## src/rtl/fifo_ctrl.sv

```systemverilog
// fifo_ctrl -- synchronous FIFO controller with two round-robin write
// producers, one reader, an external combinational-read memory and status flags.
//
// Ports:
//   clk, rst            single clock, synchronous active-high reset
//   req0/din0, gnt0     producer 0 request, data, same-cycle grant
//   req1/din1, gnt1     producer 1 request, data, same-cycle grant
//   rd_req              read request
//   rd_data, rd_valid   registered read data, one-cycle valid pulse
//   mem_w_en, mem_waddr, mem_wdata   memory write port (addr = wptr)
//   mem_raddr, mem_rdata             memory read port (addr = rptr, comb read)
//   full, empty, almost_full, almost_empty, count   occupancy status
//   overflow, underflow  sticky error flags, cleared by clr_err
module fifo_ctrl #(
    parameter int Data_Width = 8,
    parameter int Addr_Width = 8,
    parameter int AF_Level   = (2 ** Addr_Width) - 4,
    parameter int AE_Level   = 4
) (
    input  logic                  clk,
    input  logic                  rst,
    input  logic                  req0,
    input  logic [Data_Width-1:0] din0,
    input  logic                  req1,
    input  logic [Data_Width-1:0] din1,
    output logic                  gnt0,
    output logic                  gnt1,
    input  logic                  rd_req,
    output logic [Data_Width-1:0] rd_data,
    output logic                  rd_valid,
    output logic                  mem_w_en,
    output logic [Addr_Width:0]   mem_waddr,
    output logic [Data_Width-1:0] mem_wdata,
    output logic [Addr_Width:0]   mem_raddr,
    input  logic [Data_Width-1:0] mem_rdata,
    output logic                  full,
    output logic                  empty,
    output logic                  almost_full,
    output logic                  almost_empty,
    output logic [Addr_Width:0]   count,
    output logic                  overflow,
    output logic                  underflow,
    input  logic                  clr_err
);

    localparam logic [Addr_Width:0] AF_L = (Addr_Width+1)'(AF_Level);
    localparam logic [Addr_Width:0] AE_L = (Addr_Width+1)'(AE_Level);

    logic [Addr_Width:0] wptr, rptr, cnt;
    logic [Addr_Width:0] wptr_n, rptr_n;
    logic                last_gnt1;   // 1: producer 1 was granted most recently
    logic                full_ptr, empty_ptr;
    logic                wr_acc, rd_acc;
    logic                ovf_evt, unf_evt;

    // Occupancy from the registered pointers (start-of-cycle state)
    assign full_ptr  = (wptr[Addr_Width] != rptr[Addr_Width]) &&
                       (wptr[Addr_Width-1:0] == rptr[Addr_Width-1:0]);
    assign empty_ptr = (wptr == rptr);

    // Reset forces the idle status view during the reset cycle itself
    assign full         = !rst && full_ptr;
    assign empty        = rst || empty_ptr;
    assign almost_full  = !rst && (cnt >= AF_L);
    assign almost_empty = rst || (cnt <= AE_L);
    assign count        = cnt;

    always_comb begin
        gnt0 = 1'b0;
        gnt1 = 1'b0;
        if (!rst && !full_ptr) begin
            // Producer 0 wins alone, or under contention when 1 went last
            if (req0 && (!req1 || last_gnt1))
                gnt0 = 1'b1;
            else if (req1)
                gnt1 = 1'b1;
        end
    end

    assign wr_acc    = gnt0 | gnt1;
    assign rd_acc    = !rst && rd_req && !empty_ptr;
    assign ovf_evt   = (req0 | req1) && full_ptr;
    assign unf_evt   = rd_req && empty_ptr;

    assign mem_w_en  = wr_acc;
    assign mem_wdata = gnt1 ? din1 : din0;
    assign mem_waddr = wptr;
    assign mem_raddr = rptr;

    assign wptr_n = wptr + (Addr_Width+1)'(wr_acc);
    assign rptr_n = rptr + (Addr_Width+1)'(rd_acc);

    always_ff @(posedge clk) begin
        if (rst) begin
            wptr      <= '0;
            rptr      <= '0;
            cnt       <= '0;
            rd_data   <= '0;
            rd_valid  <= 1'b0;
            overflow  <= 1'b0;
            underflow <= 1'b0;
            last_gnt1 <= 1'b1;
        end else begin
            wptr     <= wptr_n;
            rptr     <= rptr_n;
            cnt      <= wptr_n - rptr_n;
            rd_valid <= rd_acc;
            if (rd_acc)
                rd_data <= mem_rdata;
            if (wr_acc)
                last_gnt1 <= gnt1;
            // A new error in the clearing cycle keeps the flag set
            overflow  <= ovf_evt | (overflow  & ~clr_err);
            underflow <= unf_evt | (underflow & ~clr_err);
        end
    end

endmodule

```

## config.mk

```make
export PLATFORM = sky130hd
export DESIGN_NAME = fifo_ctrl
export DESIGN_NICKNAME = d
export VERILOG_FILES = /design/src/rtl/fifo_ctrl.sv
export SDC_FILE = /design/constraint.sdc
export NUM_CORES = 1
export LEC_CHECK = 0
export ABC_AREA = 1
export CAP_MARGIN = 25
export CORE_MARGIN = 3
export CORE_UTILIZATION = 35
export CTS_BUF_LIST = sky130_fd_sc_hd__clkbuf_16
export DETAILED_ROUTE_END_ITERATION = 7
export GPL_TIMING_DRIVEN = 0
export MAX_ROUTING_LAYER = met4
export PLACE_DENSITY = 0.76
export SLEW_MARGIN = 30
export SYNTH_ARGS = -nofsm -noshare
export SYNTH_HDL_FRONTEND = slang
export SYNTH_SLANG_ARGS = --single-unit
```

## constraint.sdc

```tcl
create_clock -name clk -period 5.9 [get_ports clk]
set_input_delay 1.18 -clock clk [delete_from_list [all_inputs] [get_ports clk]]
set_output_delay 1.18 -clock clk [all_outputs]
set_load 0.01 [all_outputs]
```

## Word level (Yosys, flattened, before mapping)

Cells that the tools add are included.

- Flip-flop bits (word level): 39
- Bits of input ports: 30

- Add/sub/neg operators: 3
- Order comparisons: 2
- Equal/unequal tests: 3
- Multiplexer cells: 6
- Bitwise operators: 7
- Reductions and logical operators: 16

Operator list:

| cell | count |
|---|---|
| $add 9x1->9 | 2 |
| $eq 9x9->1 | 1 |
| $ge 9x8->1 const B | 1 |
| $le 9x3->1 const B | 1 |
| $logic_and 1x1->1 | 9 |
| $sub 9x9->9 | 1 |
| $eq 8x8->1 | 1 |
| $mux 8 | 1 |
| $mux 1 | 5 |
| $logic_not 1->1 | 4 |
| $or 1x1->1 | 4 |
| $logic_or 1x1->1 | 3 |
| $and 1x1->1 | 2 |
| $ne 1x1->1 | 1 |
| $not 1->1 | 1 |

## Depth between registers and ports, before layout

Gate-level depths: netlist of run 1.

- Depth after elaboration: 8
- Depth in mapped cells: 24

## Worst setup path before layout of run 1

Ideal clock, no wire load.

- Path type: input port to flip-flop
- Start point: in rst
- End point: reg cnt[7], in the netlist count[7]
- Arrival time: 3.626 ns
- Slack: 2.159 ns
- Stages on the path: 21
- Cell sequence: buf_6 > inv_1 > clkbuf_1 > nand3_1 > nand2_1 > ha_1 > ha_1 > nand2_1 > nor2_1 > xor2_1 > ha_1 > nand2_1 > inv_1 > nand2_1 > nand3_1 > nand2_1 > nand2_1 > nand3_1 > nand3_1 > nand2_1 > nor2_1

- Cells in the longest elaborated chain, start to end: 6

RTL lines:

| what | line | source |
|---|---|---|
| start: declaration | 21 | `input logic rst,` |
| $logic_not 1->1 * | 71 | `if (!rst && !full_ptr) begin` |
| $logic_and 1x1->1 * | 71 |  |
| $mux 1 | 71 |  |
| $or 1x1->1 * | 80 | `assign wr_acc = gnt0 \| gnt1;` |
| via mem_w_en | 31 | `output logic mem_w_en,` |
| $add 9x1->9 * | 90 | `assign wptr_n = wptr + (Addr_Width+1)'(wr_acc);` |
| $sub 9x9->9 * | 106 | `cnt <= wptr_n - rptr_n;` |
| end signal: assignment | 106 |  |
| end: declaration | 49 | `logic [Addr_Width:0] wptr, rptr, cnt;` |

Mark *: on every way through the listed nets, which the timed path passes. The rest lies on a longest branch.
A chain may end at the register's enable or synchronous reset.

## Final worst setup path of run 1

- Start point: in req1
- End point: reg cnt[7], in the netlist count[7]

- Cells in the longest elaborated chain, start to end: 8

RTL lines:

| what | line | source |
|---|---|---|
| start: declaration | 24 | `input logic req1,` |
| $logic_not 1->1 | 73 | `if (req0 && (!req1 \|\| last_gnt1))` |
| $logic_or 1x1->1 | 73 |  |
| $logic_and 1x1->1 | 73 |  |
| $mux 1 | 73 |  |
| $mux 1 | 71 |  |
| $or 1x1->1 * | 80 |  |
| $add 9x1->9 * | 90 |  |
| $sub 9x9->9 * | 106 |  |

Mark *: on every way between the ends. The rest lies on a longest branch, timed or not.

==> results.py, run 1 <==
metrics = {
    "synthesis": {
        "yosysMostFrequentCell": "nand2_1",
        "synthArstFlopShare_pct": 0,
        "yosysUniqueCellTypes": 31,
        "ys_top_cells_by_count": "nand2_1, inv_1, nor2_1, dfxtp_1, nand3_1",
        "syn-num-nets": 375,
        "netlist_area_um2": 2300,
        "synth_area_per_cell_um2": 6.94,
        "synth_edf_count": 0,
        "synth_area_leaders": "dfxtp_1, nand2_1, inv_1",
        "yosysWarnings": 0,
        "yosysSeqAreaShare_pct": 34.0,
        "yosysTopAreaCellShare_pct": 34.0,
        "synth_top_area_cell": "dfxtp_1",
        "ys_seq_elements": 39,
        "ys.flop_type": "dfxtp_1",
        "synthCells": 331,
    },
    "die": {
        "die_area_um2": 7570,
        "row_count": 28,
        "coreArea_um2": 6130,
        "fp.dieH_um": 87.0,
        "io-pin-count": 83,
        "start_util_pct": 37.5,
        "die_w_um": 87.0,
    },
    "sta": {
        "max-slew-margin-rel_pct": 63.5,
        "finalSetupTns_ns": 0,
        "setup_viol": 0,
        "fin_crit_ns": 4.39,
        "timing.final.crit_share_pct": 74.4,
        "rsz0062_at_grt": "no",
        "hold_violations": 0,
        "final_max_slew_viol_count": 0,
        "tightest_slew_ns": 0.547,
        "timing.fmax_ghz": 0.228,
        "setup_slack_ns": 1.51,
        "finClkSkew_ns": 0.00386,
    },
    "critical_path": {
        "reg2reg_depth": 21,
        "r2r_end": "count[7]",
        "arrival_ns": 4.56,
        "critPathKind": "in -> reg",
        "endpoint_kind": "flip-flop",
        "critPathLaunchType": "input port",
        "worstPathMaxFanout": 10,
        "ff2ff_setup_slack_ns": 2.43,
        "worstPathRequired_ns": 6.07,
        "worstReg2RegStart": "mem_waddr[4]",
    },
    "job": {
        "max_cap_viol_count": 0,
    },
    "global_route": {
        "grt_pass1_vias": 2220,
        "grt_max_degree": 14,
        "grt_pass1_wl_um": 10200,
        "grt_usage_pct": 17.3,
        "antenna_found_initial": 0,
        "overflow": 0,
    },
    "clock_network": {
        "cts_setup_buffers": 0,
        "cts_num_sinks": 39,
        "cts_made_buffers": 5,
        "cts_tree": "done",
        "clkLatencyLatePin_ns": 0.28,
        "clkSlewWorstSetupHoldPaths_ns": 0.06,
        "cts_root_buf": "clkbuf_16",
        "clock_path_buffers": 2,
        "htree_num_levels": 2,
        "ctsHoldBuffers": 0,
        "ctsResizeCount": 0,
    },
    "worst_hold_path": {
        "hold_start": "last_gnt1",
        "min_path_type": "reg -> reg",
        "min_to": "last_gnt1",
        "hold_depth": 2,
    },
    "finish": {
        "layout-drive-gt1-share_pct": 8.10,
        "n_fill_cell": 554,
        "antenna_cells": 0,
        "area_growth_syn_to_layout_pct": 47.8,
        "nets": 463,
        "final_util_pct": 55.4,
    },
    "routing": {
        "dr.first_iter.drc_count": 112,
        "wl_per_cell_um": 12.4,
        "drt_first_pass_iters": 4,
        "postRouteAntennaNets": 0,
        "route.detailed.drc": 0,
        "avgViaCountPerCell": 4.61,
        "vias": 2283,
        "wl_um": 6160,
    },
    "placement": {
        "portBuffers": 81,
        "post-place-ws_ns": 1.24,
        "hpwlAfterDp_um": 4830,
        "gp_congestion": 0.885,
    },
    "power_and_ir_drop": {
        "power.density_nw_per_um2": 243,
        "fin_total_pwr_mw": 0.825,
        "leakage_nw": 1.51,
        "irDropWorstVdd_mv": 0.117,
    },
    "outcome": {
        "outcome": "finished, final reports clean",
    },
}
worst max path at each step:
| stage | startpoint | to | slack [ns] | depth (start not counted) |
|---|---|---|---|---|
| after global routing | req1 | count[7] | 1.09 | 22 |
| after CTS | req1 | count[7] | 1.51 | 23 |
| final | req1 | count[7] | 1.51 | 23 |
| after detailed placement | req1 | count[7] | 1.24 | 23 |
| after global placement | req1 | count[7] | 1.30 | 23 |
| after floorplan | rst | count[7] | 2.16 | 21 |
logic make-up (layout without fill, tap and decap cells):
family	count (synthesis)	after routing	synth area share (%)
buffers and inverters	61	150	10.4
flip-flops	39	39	34.0
XOR/XNOR	14	14	5.34
adder cells (fa/ha/maj)	14	14	7.95
AND/OR/NAND/NOR	176	176	35.9
AO/OA/AOI/OAI	27	27	6.43
flip-flops by register name, summed over array words and instances (netlist names):
name	flops
rd_data	8
count	9
last_gnt1	1
overflow	1
mem_waddr	9
rd_valid	1
mem_raddr	9
underflow	1
area by class of cell:
cell class	instances	area (um2)	area share, %
well taps	75	93.8	2.76
flip-flops and latches	39	781	23.0
inverters	56	213	6.27
clock inverters	3	67.6	1.99
repair buffers	81	811	23.9
multi-input cells	231	1280	37.6
clock buffers	5	125	3.69
plain buffers	5	26.3	0.774
per-layer routing:
layer  vias up  wire length (um)  track usage, %
met5         -                 0               -
met4         0                65            4.53
met3         8               283            2.84
met2        57              3000            28.0
met1      1004              2810            22.3
li1       1214                 -               -
placed cells by master (no fill, tap or decap), drive strengths merged, types with 9 or more instances in the layout:
master	n
dfxtp	39
nor2	43
xor2	10
inv	56
clkbuf	9
clkdlybuf4s50	81
a21oi	14
nand2	91
ha	13
nand3	27
metrics by stage:
stage	area, um2	instances	hold slack (ns)
2_1_floorplan	2300	331	0.414
3_3_place_gp	3200	487	0.425
3_5_place_dp	3200	487	0.455
4_1_cts	3390	495	0.470
5_1_grt	3390	495	0.491
6_report	3390	495	0.467
report_power, final:
part | internal, mW | switching (mW)
logic | 0.0953 | 0.0891
registers | 0.282 | 0.0112
clock network | 0.242 | 0.106
worst max-delay path: stages:
cell,delay [ns]
clkdlybuf4s50_1,0.48
inv_1,0.05
o21ai_0,0.14
inv_1,0.07
nor2_1,0.20
nand3_4,0.18
nand2_1,0.14
ha_1,0.23
ha_1,0.19
nand2_1,0.07
nor2_1,0.27
xor2_1,0.28
ha_1,0.34
nand2_1,0.12
inv_1,0.04
nand2_1,0.06
nand3_1,0.12
nand2_1,0.08
nand2_1,0.05
nand3_1,0.09
nand3_1,0.08
nand2_1,0.06
nor2_1,0.04
Power figures use the tool's default switching activity.
==> run 2, diff against run 1 <==
- clock period: 5.9 -> 4.1 ns (I/O delays scaled with it)
==> results.py, run 2 (synthesis results as in run 1) <==
metrics = {
    "outcome": {
        "outcome": "finished, final reports clean",
    },
    "placement": {
        "place_area_um2": 3200,
        "post-place-ws_ns": -0.199,
        "portBuffers": 81,
        "gp_congestion": 0.885,
        "post-place-cells": 487,
        "hpwlAfterDp_um": 4830,
    },
    "critical_path": {
        "endpoint_kind": "flip-flop",
        "reg2reg_depth": 23,
        "critPathLaunchType": "input port",
        "worstPathRequired_ns": 4.27,
        "critPathLaunch": "req1",
        "critPathKind": "in -> reg",
        "arrival_ns": 3.96,
        "worstReg2RegStart": "mem_waddr[4]",
        "worstPathMaxFanout": 10,
    },
    "sta": {
        "hold_violations": 0,
        "fin_crit_ns": 3.79,
        "max-slew-margin-rel_pct": 66.4,
        "timing.final.crit_share_pct": 92.5,
        "rsz0062_at_grt": "yes",
        "final_max_slew_viol_count": 0,
        "holdWs_ns": 0.467,
        "setup_viol": 0,
        "setup_slack_ns": 0.306,
        "tightest_slew_ns": 0.504,
        "timing.fmax_ghz": 0.264,
        "finClkSkew_ns": 0.00427,
        "finalSetupTns_ns": 0,
    },
    "finish": {
        "area_growth_syn_to_layout_pct": 49.3,
        "layoutNonFillerInstCount": 495,
        "n_fill_cell": 546,
        "layout-drive-gt1-share_pct": 9.52,
        "final_util_pct": 55.9,
        "nets": 463,
        "final_cell_mix": "clkdlybuf4s50_1, nand2_1, inv_1",
        "layout_commonest_cell": "clkdlybuf4s50_1",
        "design_area_um2": 3430,
        "antenna_cells": 0,
    },
    "clock_network": {
        "cts_num_sinks": 39,
        "htree_num_levels": 2,
        "cts_made_buffers": 5,
        "cts_tree": "done",
        "cts_root_buf": "clkbuf_16",
        "clock_path_buffers": 2,
        "ctsHoldBuffers": 0,
        "clkSlewWorstSetupHoldPaths_ns": 0.06,
        "cts_setup_buffers": 0,
        "ctsResizeCount": 0,
        "clkLatencyLatePin_ns": 0.28,
    },
    "routing": {
        "avgViaCountPerCell": 4.64,
        "vias": 2295,
        "drt_first_pass_iters": 4,
        "wl_per_cell_um": 12.5,
        "postRouteAntennaNets": 0,
        "dr.first_iter.drc_count": 110,
        "route.detailed.drc": 0,
        "wl_um": 6190,
    },
    "worst_hold_path": {
        "min_path_type": "reg -> reg",
        "hold_start": "last_gnt1",
        "hold_depth": 2,
    },
    "global_route": {
        "grt_max_degree": 14,
        "antenna_found_initial": 0,
        "grt_pass1_vias": 2220,
        "overflow": 0,
        "grt_usage_pct": 17.3,
        "grt_pass1_wl_um": 10200,
    },
    "power_and_ir_drop": {
        "irDropWorstVdd_mv": 0.169,
        "leakage_nw": 1.50,
        "fin_total_pwr_mw": 1.19,
        "power.density_nw_per_um2": 347,
    },
    "job": {
        "max_cap_viol_count": 0,
    },
    "die": {
        "row_count": 28,
        "fp.dieH_um": 87.0,
        "die_area_um2": 7570,
        "io-pin-count": 83,
        "start_util_pct": 37.5,
        "coreArea_um2": 6130,
        "die_w_um": 87.0,
    },
}
run 2: cell count changes in the layout (fill, tap and decap cells not counted):
cell / delta
ha_2: +2
ha_1: -2
nor2_4: +3
xor2_1: -1
nor2_1: -3
xor2_2: +1
run 2: path summary, 6_finish.rpt:
kind	to	slack, ns
max	count[7]	0.31
min	last_gnt1	0.47
max reg2reg	count[7]	0.64
min reg2reg	last_gnt1	0.47
run 2: worst max-delay path: stages:
cell and delay (ns):
clkdlybuf4s50_1 0.48, inv_1 0.08, o21ai_0 0.14, inv_1 0.10, nor2_4 0.12, nand3_4 0.16
nand2_1 0.14, ha_2 0.22, ha_1 0.17, nand2_1 0.10, nor2_4 0.17, xor2_2 0.20
ha_2 0.34, nand2_1 0.10, inv_1 0.04, nand2_1 0.05, nand3_1 0.12, nand2_1 0.08
nand2_1 0.05, nand3_1 0.09, nand3_1 0.08, nand2_1 0.06, nor2_1 0.04
run 2: area by class of cell:
type,instances,area [um2],share of cell area [%]
repair buffers,81,811,23.6
clock buffers,5,125,3.65
plain buffers,5,26.3,0.766
inverters,56,213,6.20
clock inverters,3,67.6,1.97
well taps,75,93.8,2.74
multi-input cells,231,1310,38.3
flip-flops and latches,39,781,22.8
run 2: where the power goes:
| part | switching (mW) | internal [mW] |
|---|---|---|
| clock network | 0.154 | 0.348 |
| logic | 0.130 | 0.138 |
| registers | 0.0161 | 0.405 |
| total | 0.300 | 0.892 |
run 2: metal layers:
layer | part of all wire (%) | vias to the layer above | global-route usage (%)
li1 | - | 1216 | -
met1 | 46 | 1020 | 22.3
met2 | 49 | 49 | 28.0
met3 | 4.0 | 10 | 2.84
met4 | 1.4 | 0 | 4.53
met5 | 0 | - | -
==> run 3, diff against run 2 <==
- CORE_MARGIN: 3 -> 4
- clock period: 4.1 -> 4.92 ns (I/O delays scaled with it)
==> results.py, run 3 (synthesis results as in run 1) <==
metrics = {
    "outcome": {
        "outcome": "finished, final reports clean",
    },
    "sta": {
        "max-slew-margin-rel_pct": 61.5,
        "tightest_slew_ns": 0.578,
        "hold_violations": 0,
        "finalSetupTns_ns": 0,
        "finClkSkew_ns": 0.00240,
        "setup_viol": 0,
        "timing.fmax_ghz": 0.238,
        "timing.final.crit_share_pct": 85.3,
        "fin_crit_ns": 4.20,
        "rsz0062_at_grt": "no",
        "final_max_slew_viol_count": 0,
        "holdWs_ns": 0.476,
    },
    "clock_network": {
        "cts_num_sinks": 39,
        "cts_tree": "done",
        "htree_num_levels": 2,
        "ctsResizeCount": 0,
        "cts_root_buf": "clkbuf_16",
        "clkLatencyLatePin_ns": 0.28,
        "cts_made_buffers": 5,
        "clkSlewWorstSetupHoldPaths_ns": 0.06,
        "ctsHoldBuffers": 0,
        "cts_setup_buffers": 0,
        "clock_path_buffers": 2,
    },
    "routing": {
        "wl_per_cell_um": 12.3,
        "wl_um": 6100,
        "dr.first_iter.drc_count": 82,
        "route.detailed.drc": 0,
        "drt_first_pass_iters": 4,
        "vias": 2299,
        "avgViaCountPerCell": 4.63,
        "postRouteAntennaNets": 0,
    },
    "critical_path": {
        "worstPathMaxFanout": 10,
        "arrival_ns": 4.37,
        "endpoint_kind": "flip-flop",
        "critPathMaxStageDelay_ns": 0.48,
        "crit_top_cell": "nand2_1",
        "critPathLaunchType": "input port",
        "cp_num_buf_inv": 4,
        "critPathTopFamily": "simple AND/OR/NAND/NOR gates",
        "worstPathRequired_ns": 5.09,
        "critPathKind": "in -> reg",
        "slowest_stage": "clkdlybuf4s50_1",
        "cp_cell_sequence": "clkdlybuf4s50_1 > inv_1 > o21ai_0 > inv_1 > nor2_1 > nand3_4 > nand2_1 > ha_1 > ha_1 > nand2_1 > nor2_1 > xor2_1 > ha_1 > nand2_1 > inv_1 > nand2_1 > nand3_1 > nand2_1 > nand2_1 > nand3_1 > nand3_1 > nand2_1 > nor2_1",
    },
    "global_route": {
        "grt_pass1_wl_um": 9540,
        "overflow": 0,
        "grt_pass1_vias": 2103,
        "grt_max_degree": 13,
        "antenna_found_initial": 0,
        "grt_usage_pct": 15.7,
    },
    "die": {
        "start_util_pct": 36.2,
        "row_count": 29,
        "die_area_um2": 7920,
        "die_w_um": 89.0,
        "coreArea_um2": 6350,
        "io-pin-count": 83,
        "fp.dieH_um": 89.0,
    },
    "worst_hold_path": {
        "min_path_type": "reg -> reg",
    },
    "finish": {
        "nets": 463,
        "layout_commonest_cell": "clkdlybuf4s50_1",
        "layout-drive-gt1-share_pct": 7.86,
        "final_util_pct": 53.0,
        "area_growth_syn_to_layout_pct": 46.6,
        "antenna_cells": 0,
        "final_cell_mix": "clkdlybuf4s50_1, nand2_1, inv_1",
    },
    "placement": {
        "portBuffers": 81,
        "hpwlAfterDp_um": 4850,
        "gp_congestion": 0.852,
    },
    "power_and_ir_drop": {
        "irDropWorstVdd_mv": 0.222,
        "power.density_nw_per_um2": 276,
        "leakage_nw": 1.50,
    },
    "job": {
        "max_cap_viol_count": 0,
    },
}
[run 3: cell types whose count changed in the layout (fill, tap and decap cells not counted), sizes merged]
| cell | delta |
|---|---|
| clkinv | +2 |
| clkinvlp | -1 |
| bufinv | -1 |
[run 3: layout make-up]
type,count,area [um2]
clock inverters,3,38.8
clock buffers,5,125
fillers,582,2980
plain buffers,5,26.3
multi-input cells,231,1280
flip-flops and latches,39,781
well taps,77,96.3
repair buffers,81,811
inverters,56,213
[run 3: final timing paths]
check	startpoint	end	slack, ns	depth (start not counted)
setup / recovery	req1	count[7]	0.72	23
hold / removal	last_gnt1	last_gnt1	0.48	2
hold reg to reg	last_gnt1	last_gnt1	0.48	2
setup reg to reg	mem_waddr[2]	count[7]	1.38	20
[run 3: power by group]
part	internal [mW]	total, mW	switching, mW
sequential	0.338	0.351	0.0134
clock	0.236	0.358	0.122
combinational	0.114	0.221	0.107
total	0.688	0.930	0.242
[run 3: through the flow]
step	area, um2	worst slack, ns	power [mW]	cells
2_1_floorplan	2300	1.38	0.470	331
5_1_grt	3370	0.313	0.976	497
6_report	3370	0.723	0.930	497
3_3_place_gp	3200	0.497	0.576	489
4_1_cts	3370	0.726	0.942	497
3_5_place_dp	3200	0.468	0.578	489
[run 3: tightest hold or removal path: stages (launching register included)]
cell	delay (ns)
dfxtp_1	0.31
nand2_1	0.07
nand2_1	0.04
[run 3: metal layers]
| metal | part of all wire, % | up-vias | track usage, % |
|---|---|---|---|
| met2 | 47 | 54 | 24.7 |
| met1 | 45 | 1026 | 19.7 |
| met4 | 2.2 | 0 | 6.50 |
| met5 | 0 | - | - |
| met3 | 5.9 | 9 | 3.23 |
| li1 | - | 1210 | - |
